<file path="config.mk">
export PLATFORM = sky130hd
export DESIGN_NAME = uart_byte_rx
export DESIGN_NICKNAME = d
export VERILOG_FILES = /design/src/rtl/uart_byte_rx_pkg.sv /design/src/rtl/uart_byte_rx_baud_tick.sv /design/src/rtl/uart_byte_rx.sv
export SDC_FILE = /design/constraint.sdc
export NUM_CORES = 1
export LEC_CHECK = 0
export ABC_CLOCK_PERIOD_IN_PS = 3700
export CAP_MARGIN = 20
export CORE_MARGIN = 2
export CORE_UTILIZATION = 35
export DETAILED_ROUTE_END_ITERATION = 6
export SETUP_SLACK_MARGIN = 0.02
export SYNTH_ARGS = -nofsm -noshare
export SYNTH_HDL_FRONTEND = slang
export SYNTH_SLANG_ARGS = --single-unit
</file>
<file path="constraint.sdc">
create_clock -name clk -period 3.7 [get_ports clk]
set_input_delay 0.37 -clock clk [delete_from_list [all_inputs] [get_ports clk]]
set_output_delay 0.37 -clock clk [all_outputs]
set_load 0.005 [all_outputs]
</file>
<file path="src/rtl/uart_byte_rx_pkg.sv">
// Shared definitions for the UART byte receiver: baud codes, FSM state encoding,
// sample positions and the per-code divisor helper.
package uart_byte_rx_pkg;

    localparam int unsigned OVERSAMP_RATE = 16;
    localparam int unsigned DIV_W         = 9;

    typedef enum logic [2:0] {
        BAUD_9600   = 3'd0,
        BAUD_19200  = 3'd1,
        BAUD_38400  = 3'd2,
        BAUD_57600  = 3'd3,
        BAUD_115200 = 3'd4
    } baud_code_e;

    typedef enum logic [1:0] {
        ST_IDLE  = 2'd0,
        ST_START = 2'd1,
        ST_DATA  = 2'd2,
        ST_STOP  = 2'd3
    } rx_state_e;

    // Majority-vote window around mid-bit; the last sample is also the decision point.
    localparam logic [3:0] SAMP_FIRST = 4'd7;
    localparam logic [3:0] SAMP_MID   = 4'd8;
    localparam logic [3:0] SAMP_LAST  = 4'd9;

    // Each branch divides constants only, so no divider is built in hardware.
    function automatic logic [DIV_W-1:0] baud_div(input logic [2:0] code,
                                                  input int unsigned clk_freq);
        case (code)
            BAUD_19200:  return DIV_W'(clk_freq / (19200  * OVERSAMP_RATE) - 1);
            BAUD_38400:  return DIV_W'(clk_freq / (38400  * OVERSAMP_RATE) - 1);
            BAUD_57600:  return DIV_W'(clk_freq / (57600  * OVERSAMP_RATE) - 1);
            BAUD_115200: return DIV_W'(clk_freq / (115200 * OVERSAMP_RATE) - 1);
            default:     return DIV_W'(clk_freq / (9600   * OVERSAMP_RATE) - 1);
        endcase
    endfunction

    function automatic logic majority3(input logic a, input logic b, input logic c);
        return (a & b) | (a & c) | (b & c);
    endfunction

endpackage

</file>
<file path="src/rtl/uart_byte_rx_baud_tick.sv">
// Oversampling tick generator: counts 0..i_div while enabled and pulses o_tick on the
// terminal value; held at zero while disabled so every frame starts phase-aligned.
module uart_byte_rx_baud_tick
    import uart_byte_rx_pkg::*;
(
    input  logic             clk,
    input  logic             rst_n,
    input  logic             i_en,
    input  logic [DIV_W-1:0] i_div,
    output logic             o_tick
);

    logic [DIV_W-1:0] cnt_q;
    logic             at_end;

    assign at_end = (cnt_q == i_div);
    assign o_tick = i_en && at_end;

    always_ff @(posedge clk or negedge rst_n) begin
        if (!rst_n) begin
            cnt_q <= '0;
        end else if (!i_en || at_end) begin
            cnt_q <= '0;
        end else begin
            cnt_q <= cnt_q + 1'b1;
        end
    end

endmodule

</file>
<file path="src/rtl/uart_byte_rx.sv">
// 8N1 UART byte receiver: synchronised line, 16x oversampling, majority vote on samples
// 7/8/9 of each bit, LSB-first reassembly with one-cycle Done / FrameErr strobes.
module uart_byte_rx
    import uart_byte_rx_pkg::*;
#(
    parameter int unsigned CLK_FREQ = 50_000_000,
    parameter int unsigned OVERSAMP = 16
) (
    input  logic       clk,
    input  logic       rst_n,
    input  logic       i_RXD_Rx,
    input  logic [2:0] i_RXD_Baud,
    output logic [7:0] o_RXD_Dout,
    output logic       o_RXD_Done,
    output logic       o_RXD_FrameErr,
    output logic       o_RXD_State
);

    localparam logic [3:0] S_LAST = 4'(OVERSAMP - 1);

    logic             sync1_q, rx_s_q, rx_d_q;
    rx_state_e        state_q;
    logic [DIV_W-1:0] div_q;
    logic [3:0]       s_cnt_q;
    logic [2:0]       bit_cnt_q;
    logic [1:0]       samp_q;
    logic [7:0]       shreg_q;
    logic [7:0]       dout_q;
    logic             done_q, ferr_q;
    logic             tick, tick_en, bit_v, start_edge;

    always_ff @(posedge clk or negedge rst_n) begin
        if (!rst_n) begin
            sync1_q <= 1'b1;
            rx_s_q  <= 1'b1;
            rx_d_q  <= 1'b1;
        end else begin
            sync1_q <= i_RXD_Rx;
            rx_s_q  <= sync1_q;
            rx_d_q  <= rx_s_q;
        end
    end

    assign start_edge = rx_d_q && !rx_s_q;
    assign tick_en    = (state_q != ST_IDLE);
    assign bit_v      = majority3(samp_q[0], samp_q[1], rx_s_q);

    uart_byte_rx_baud_tick u_tick (
        .clk    (clk),
        .rst_n  (rst_n),
        .i_en   (tick_en),
        .i_div  (div_q),
        .o_tick (tick)
    );

    always_ff @(posedge clk or negedge rst_n) begin
        if (!rst_n) begin
            state_q   <= ST_IDLE;
            div_q     <= '0;
            s_cnt_q   <= '0;
            bit_cnt_q <= '0;
            samp_q    <= '0;
            shreg_q   <= '0;
            dout_q    <= '0;
            done_q    <= 1'b0;
            ferr_q    <= 1'b0;
        end else begin
            done_q <= 1'b0;
            ferr_q <= 1'b0;
            case (state_q)
                ST_IDLE: begin
                    s_cnt_q   <= '0;
                    bit_cnt_q <= '0;
                    if (start_edge) begin
                        state_q <= ST_START;
                        div_q   <= baud_div(i_RXD_Baud, CLK_FREQ);
                    end
                end
                default: begin
                    if (tick) begin
                        s_cnt_q <= (s_cnt_q == S_LAST) ? 4'd0 : s_cnt_q + 4'd1;
                        if (s_cnt_q == SAMP_FIRST) samp_q[0] <= rx_s_q;
                        if (s_cnt_q == SAMP_MID)   samp_q[1] <= rx_s_q;
                        if (s_cnt_q == SAMP_LAST) begin
                            case (state_q)
                                ST_START: begin
                                    state_q   <= bit_v ? ST_IDLE : ST_DATA;
                                    bit_cnt_q <= '0;
                                end
                                ST_DATA: begin
                                    shreg_q <= {bit_v, shreg_q[7:1]};
                                    if (bit_cnt_q == 3'd7) begin
                                        state_q <= ST_STOP;
                                    end else begin
                                        bit_cnt_q <= bit_cnt_q + 3'd1;
                                    end
                                end
                                ST_STOP: begin
                                    // Leave mid-stop-bit so an immediately following start edge is seen.
                                    state_q <= ST_IDLE;
                                    if (bit_v) begin
                                        dout_q <= shreg_q;
                                        done_q <= 1'b1;
                                    end else begin
                                        ferr_q <= 1'b1;
                                    end
                                end
                                default: ;
                            endcase
                        end
                    end
                end
            endcase
        end
    end

    assign o_RXD_Dout     = dout_q;
    assign o_RXD_Done     = done_q;
    assign o_RXD_FrameErr = ferr_q;
    assign o_RXD_State    = tick_en;

endmodule

</file>
==> flow_summary_export.csv, run 1 <==
group,metric,value,unit
synth,synth.area.top_cells,"dfrtp_1 (49%), mux2_2 (5.4%), mux2_4 (5.2%), ha_1 (4.9%), xnor2_1 (4.6%)",
global_route,grt_pass1_vias,1429,
timing,clock-skew-final,0.00674,ns
synth,post_synth_xor_area_fraction,0.0573,
power_and_ir_drop,power.leakage,1.22,nW
routing,drt-total-wl,3.87,mm
power_and_ir_drop,power.share.clock,0.264,
synth,synth.ff_latch_count,48,
setup_path,cpMaxStageDelayCell,"clkdlybuf4s50_1",
synth,synthDominantCellAreaShare,0.492,
clocking,clock_path_buffers,2,
routing,first_pass_iters,4,
timing,maxClockFrequency,0.421,GHz
clocking,htreeDepth,2,
setup_path,timing.critical_path.fanout_max,9,
timing,number_of_setup_violations_in_the_final_report,0,
timing,worstMarginPinSlew,0.561,ns
power_and_ir_drop,p_seq_frac,0.533,
routing,post_drt_wl_per_cell,13.3,µm
global_route,antenna_found_initial,0,
clocking,tritoncts,"yes",
synth,synth_compound_gate_area_share,0.0535,
setup_path,timing_worst_setup_path_type,"reg2out",
routing,drt-initial-drc-count,80,
synth,post_synth_net_total,209,
timing,slew_viol_final,0,
cells_and_area,final_nets,229,
synth,post_synth_num_cell_types,41,
routing,detailroute.via_count,1437,
synth,post_synth_inst_count,194,
clocking,clkLatencyLatePin,0.31,ns
synth,syn_area,2290,µm²
floorplanning,num_rows,29,
timing,post-route-min-period,2.37,ns
setup_path,critical_path.max_stage_delay,0.54,ns
synth,dominant_combinational_cell_family_by_area_after_synthesis,"simple AND/OR/NAND/NOR gates",
cells_and_area,drive_above_1_share,0.181,
global_route,gr-usage-all-layers,0.123,
timing,finalWorstSetupSlack,1.33,ns
synth,basic_gate_share_of_the_synthesized_area_counting_and_or_nand_and_nor_cells,0.168,
setup_path,worst-path-stages,4,
place,place_congestion,0.767,
place,port-buffer-count,16,
timing,report.final.hold_viol_count,0,
setup_path,cp_num_buf_inv,3,
setup_path,critPathArrivalTime,2.00,ns
timing,final_worst_path_cycle_share,0.642,
synth,synth_area_per_cell,11.8,µm²
setup_path,required,3.33,ns
synth,cell_type_contributing_the_most_total_cell_area_after_synthesis,"dfrtp_1",
floorplanning,placeableCoreArea,6350,µm²
clocking,clk_transition_reported_paths,0.09,ns
setup_path,cpLargestDelayFamily,"buffers and inverters",
power_and_ir_drop,comb_power_share,0.202,
global_route,grt-ovfl-total,0,
setup_path,critical_path.startpoint_type,"flip-flop",
synth,seq_area_frac_synth,0.526,
floorplanning,die_width,84.9,µm
clocking,cts_made_buffers,5,
power_and_ir_drop,power.ir.vdd_worst,0.193,mV
routing,count_of_antenna_violating_nets_left_after_detailed_routing,0,
timing,max_slew_margin,0.625,
cells_and_area,antennaDiodeCount,0,
setup_path,r2r.worst_path.cells,5,
place,hpwl,2.69,mm
timing,rsz0062_at_grt,"no",
worst_hold_path,hold_path_class,"reg2reg",
synth,synthMuxAreaShare,0.120,
global_route,grt_first_pass_wirelength,6.95,mm
power_and_ir_drop,swShare,0.323,
setup_path,crit_path_cell_trace,"inv_1 > ha_1 > clkinv_1 > clkdlybuf4s50_1",
place,place_ws,1.55,ns
routing,detail_route.vias_per_cell,4.92,
synth,async_flop_share,1.00,
clocking,cts-root-buf,"clkbuf_8",
synth,postSynth.topFlopCell,"dfrtp_1",
floorplanning,io-pin-count,17,
timing,timing.setup.tns,0,ns
worst_hold_path,min_delay_path_depth,0,
power_and_ir_drop,cellInternalPower,0.000831,W
synth,post_synth_fa_ha_maj_area_fraction,0.0535,
routing,drcViolationCount,0,
clocking,sink_count_of_the_clock_tree,48,
power_and_ir_drop,power-per-cell-area,465,nW/µm²
job,cap_viol_max_count,0,
floorplanning,initial_core_util,0.361,
cells_and_area,syn_to_final_growth,15.2,%
setup_path,critical_path.endpoint_type,"primary output",
synth,number_of_flops_mapped_to_enable_cells_by_yosys,0,
floorplanning,die_height,84.9,µm
power_and_ir_drop,power.total,0.00123,W
power_and_ir_drop,net-switching-power,0.000397,W
status,status,"complete, no violations",
synth,yosysWarnings,0,
floorplanning,die_area,7210,µm²
setup_path,worst-r2r-setup-slack,1.52,ns
global_route,grt_max_degree,49,
worst register-to-register path: cells and delay by family, from the launching register on:
| kind | cells | cell delay (ns) |
|---|---|---|
| xor gates and xnor gates | 1 | 0.23 |
| and+or+nand+nor | 3 | 1.08 |
| DFF | 1 | 0.44 |
| muxes | 1 | 0.32 |
worst paths after layout:
| kind | endpoint | startpoint |
|---|---|---|
| max | o_RXD_State | state_q[0] |
| min | rx_s_q | sync1_q |
| max reg2reg | o_RXD_Dout[0] | u_tick.cnt_q[6] |
| min reg2reg | rx_s_q | sync1_q |
| max in group asynchronous | sync1_q | rst_n |
| min in group asynchronous | u_tick.cnt_q[8] | rst_n |
cells by family after synthesis:
| kind of cell | count (synthesis) |
|---|---|
| muxes | 22 |
| adders and majority gates | 10 |
| AOI/OAI and AO/OA | 18 |
| and+or+nand+nor | 70 |
| DFF | 48 |
| xor gates and xnor gates | 15 |
| buffers and inverters | 11 |
registers in the layout, summed over array words and instances (netlist names):
register	cells
o_RXD_Done	1
s_cnt_q	4
shreg_q	8
rx_d_q	1
bit_cnt_q	3
sync1_q	1
state_q	2
u_tick.cnt_q	9
rx_s_q	1
samp_q	2
div_q	7
o_RXD_Dout	8
o_RXD_FrameErr	1
cells in the final DEF, fill, tap and decap left out, drive strengths merged, types with 3 or more instances in the layout:
cell type / n
and3: 6
xor2: 3
dfrtp: 45
nor3: 4
nor2: 18
ha: 9
mux2i: 3
o21ai: 8
nand2: 18
xnor2: 12
clkbuf: 5
mux2: 19
nand3: 9
inv: 7
nand4: 3
clkdlybuf4s50: 15
dfstp: 3
power by group through the flow:
stage	sequential (W)	clock, W	combinational [W]
after global routing	0.000667	0.000362	0.000285
after CTS	0.000654	0.000339	0.000249
after floorplan	0.000646	0	0.000193
final	0.000655	0.000325	0.000249
after detailed placement	0.000663	0	0.000249
after global placement	0.000664	0	0.000245
cell usage after synthesis (2+ instances only):
| library cell | count |
|---|---|
| dfrtp_1 | 45 |
| nand2_1 | 18 |
| nor2_1 | 17 |
| xnor2_1 | 12 |
| mux2_2 | 11 |
| ha_1 | 9 |
| mux2_4 | 8 |
| o21ai_0 | 8 |
| nand3_1 | 7 |
| inv_1 | 5 |
| and3_1 | 4 |
| clkbuf_1 | 3 |
| dfstp_2 | 3 |
| mux2i_1 | 3 |
| nand4_1 | 3 |
| nor3_1 | 3 |
| xor2_1 | 3 |
| a22o_1 | 2 |
| a31oi_1 | 2 |
| and3_2 | 2 |
| nand2b_1 | 2 |
| nand3_2 | 2 |
| nor2b_1 | 2 |
| nor4_1 | 2 |
| nor4b_1 | 2 |
layer usage:
layer / global-route usage / share of wire / vias to the layer above
li1: - / - / 713
met2: 0.173 / 0.42 / 18
met1: 0.177 / 0.54 / 700
met5: 0 / 0 / -
met4: 0.0620 / 0.022 / 0
met3: 0.0272 / 0.021 / 6
metrics by stage:
| step | cells | utilization | hold WS (ns) | instance area [µm²] |
|---|---|---|---|---|
| floorplan | 194 | - | 0.0744 | 2290 |
| global placement | 282 | 0.396 | 0.348 | 2510 |
| detailed placement | 282 | 0.396 | 0.350 | 2510 |
| CTS | 290 | 0.411 | 0.281 | 2610 |
| global route | 292 | 0.416 | 0.364 | 2640 |
| finish | 292 | 0.416 | 0.362 | 2640 |
timing repair:
action	in CTS	in global routing
hold buffers	0	1
resized for setup	0	0
setup buffers	0	0
endpoints found under the hold margin	0	6
final cells by class:
cell class | instances | area, µm²
Clock buffer | 5 | 68.8
Sequential cell | 48 | 1200
Multi-Input combinational cell | 135 | 1040
Fill cell | 583 | 3710
Clock inverter | 3 | 26.3
Timing Repair Buffer | 18 | 185
Tap cell | 77 | 96.3
Inverter | 6 | 22.5
(Power assumes the default switching activity.)
==> inputs of run 2 (changes only) <==
- ABC_CLOCK_PERIOD_IN_PS: 3700 -> 2060
- clock period: 3.7 -> 2.06 ns (I/O delays scaled with it)
==> run 2 against run 1 <==
Against the previous run:
- final cell count up 4.1%
- sequential share of layout area decreased by 2.1 points
- sequential power grew 77%
- via count grew 2.4%
- critical path depth rose by 2
- setup slack worse by 1.2 ns
- routed wire length increased by 7.5%
- non-clock buffer count rose by 12
- clock skew down 0.0016 ns
- clock power grew 120%
- register-to-register slack worse by 1.4 ns
==> flow_summary_export.csv, run 2 (synthesis gave the netlist of run 1 again) <==
group,metric,value,unit
status,status,"complete, no violations",
place,port-buffer-count,16,
cells_and_area,area_of_combinational_cells_with_multiple_inputs,1050,µm²
power_and_ir_drop,power-per-cell-area,880,nW/µm²
floorplanning,num_rows,29,
setup_path,required,2.25,ns
cells_and_area,final_nets,241,
power_and_ir_drop,p_seq_frac,0.476,
clocking,clkLatencyLatePin,0.30,ns
global_route,grt_pass1_vias,1509,
routing,first_pass_iters,4,
timing,max_slew_margin,0.788,
clocking,htreeDepth,2,
routing,drcViolationCount,0,
global_route,gr-usage-all-layers,0.129,
clocking,cts_setup_buffers,0,
timing,report.final.hold_viol_count,0,
setup_path,critical_path.endpoint_type,"flip-flop",
floorplanning,die_width,84.9,µm
clocking,clk_transition_reported_paths,0.09,ns
cells_and_area,antennaDiodeCount,0,
power_and_ir_drop,comb_power_share,0.231,
setup_path,critical_path.startpoint_type,"flip-flop",
place,place_congestion,0.790,
power_and_ir_drop,swShare,0.295,
floorplanning,placeableCoreArea,6350,µm²
clocking,cts-root-buf,"clkbuf_8",
routing,drt-initial-drc-count,48,
cells_and_area,regMostFlops,"u_tick.cnt_q",
clocking,sink_count_of_the_clock_tree,48,
global_route,grt_first_pass_wirelength,7.36,mm
power_and_ir_drop,power.share.clock,0.294,
timing,number_of_setup_violations_in_the_final_report,0,
floorplanning,die_height,84.9,µm
global_route,antenna_found_initial,0,
floorplanning,initial_core_util,0.361,
global_route,grt_max_degree,49,
clocking,cts_made_buffers,5,
routing,post_drt_wl_per_cell,13.7,µm
timing,post-route-min-period,1.92,ns
routing,detailroute.via_count,1472,
floorplanning,die_area,7210,µm²
cells_and_area,layout.cells.most_common,"dfrtp_1",
global_route,grt-ovfl-total,0,
clocking,tritoncts,"yes",
cells_and_area,drive_above_1_share,0.229,
clocking,clock_path_buffers,2,
routing,drt-total-wl,4.16,mm
timing,slew_viol_final,0,
cells_and_area,syn_to_final_growth,20.9,%
timing,rsz0062_at_grt,"no",
worst_hold_path,hold_path_class,"in2reg",
cells_and_area,number_of_fill_cells_in_the_layout,594,
cells_and_area,largest_register_ffs,9,
setup_path,critPathArrivalTime,2.12,ns
power_and_ir_drop,net-switching-power,0.000717,W
floorplanning,io-pin-count,17,
timing,timing.setup.tns,0,ns
power_and_ir_drop,cellInternalPower,0.00172,W
power_and_ir_drop,power.leakage,1.29,nW
power_and_ir_drop,power.ir.vdd_worst,0.548,mV
timing,worstMarginPinSlew,0.318,ns
cells_and_area,mostFrequentLayoutCells,"dfrtp_1 (45), nand2_1 (18), nor2_1 (17), clkdlybuf4s50_1 (15)",
cells_and_area,area.sequential,1200,µm²
setup_path,timing_worst_setup_path_type,"reg2reg",
setup_path,timing.critical_path.fanout_max,8,
job,cap_viol_max_count,0,
routing,detail_route.vias_per_cell,4.84,
timing,final_worst_path_cycle_share,0.934,
place,hpwl,2.99,mm
timing,clock-skew-final,0.00518,ns
timing,maxClockFrequency,0.520,GHz
power_and_ir_drop,power.total,0.00244,W
routing,count_of_antenna_violating_nets_left_after_detailed_routing,0,
run 2: layer usage:
layer	wire length [µm]	track usage	vias up
met3	83	0.0282	4
met1	2150	0.185	720
met5	0	0	-
met4	53	0.0563	0
met2	1880	0.189	10
li1	-	-	738
run 2: per-stage QoR:
step                      std cells  instance area [µm²]   util  worst slack [ns]  hold slack (ns)
after floorplan                 194                 2290      -            0.0449          -0.0896
after global placement          295                 2630  0.413            0.0830            0.209
after detailed placement        295                 2630  0.413            0.0344            0.213
after CTS                       304                 2760  0.435             0.114            0.297
after global routing            304                 2770  0.436            0.0299            0.319
final                           304                 2770  0.436             0.136            0.305
run 2: power by group through the flow:
stage	Sequential, W	Clock, W	Combinational (W)
floorplan	0.00116	0	0.000347
global route	0.00117	0.000768	0.000642
finish	0.00116	0.000715	0.000562
CTS	0.00116	0.000735	0.000573
detailed placement	0.00118	0	0.000565
global placement	0.00117	0	0.000560
run 2: worst paths after layout:
path                            start            end  slack, ns  cells after the start
setup / recovery           s_cnt_q[1]  o_RXD_Dout[6]       0.14                      6
min in group asynchronous       rst_n       div_q[4]       0.42                      3
max in group asynchronous       rst_n        sync1_q       1.37                      3
hold / removal               i_RXD_Rx        sync1_q       0.31                      1
hold reg to reg               sync1_q         rx_s_q       0.36                      0
setup reg to reg           s_cnt_q[1]  o_RXD_Dout[6]       0.14                      6
run 2: final cells by class:
class / count / area share
sequential: 48 / 0.435
multi-input combinational: 135 / 0.379
timing repair buffer: 30 / 0.0994
tap: 77 / 0.0348
clock buffer: 6 / 0.0298
clock inverter: 2 / 0.0140
inverter: 6 / 0.00813
run 2: worst max-delay path, cell delays in order, from the launching register on:
cell and delay, ns:
dfrtp_1 0.40, inv_1 0.10, ha_1 0.22, and3_1 0.36, nand3_2 0.17, nor2_8 0.22, mux2_4 0.32
run 2: repair_timing:
item / 4_1_cts / 5_1_grt
gates resized for setup: 1 / 1
hold endpoints to repair: 45 / 0
hold buffers: 1 / 0
gates cloned: 0 / 0
setup endpoints to repair: 5 / 6
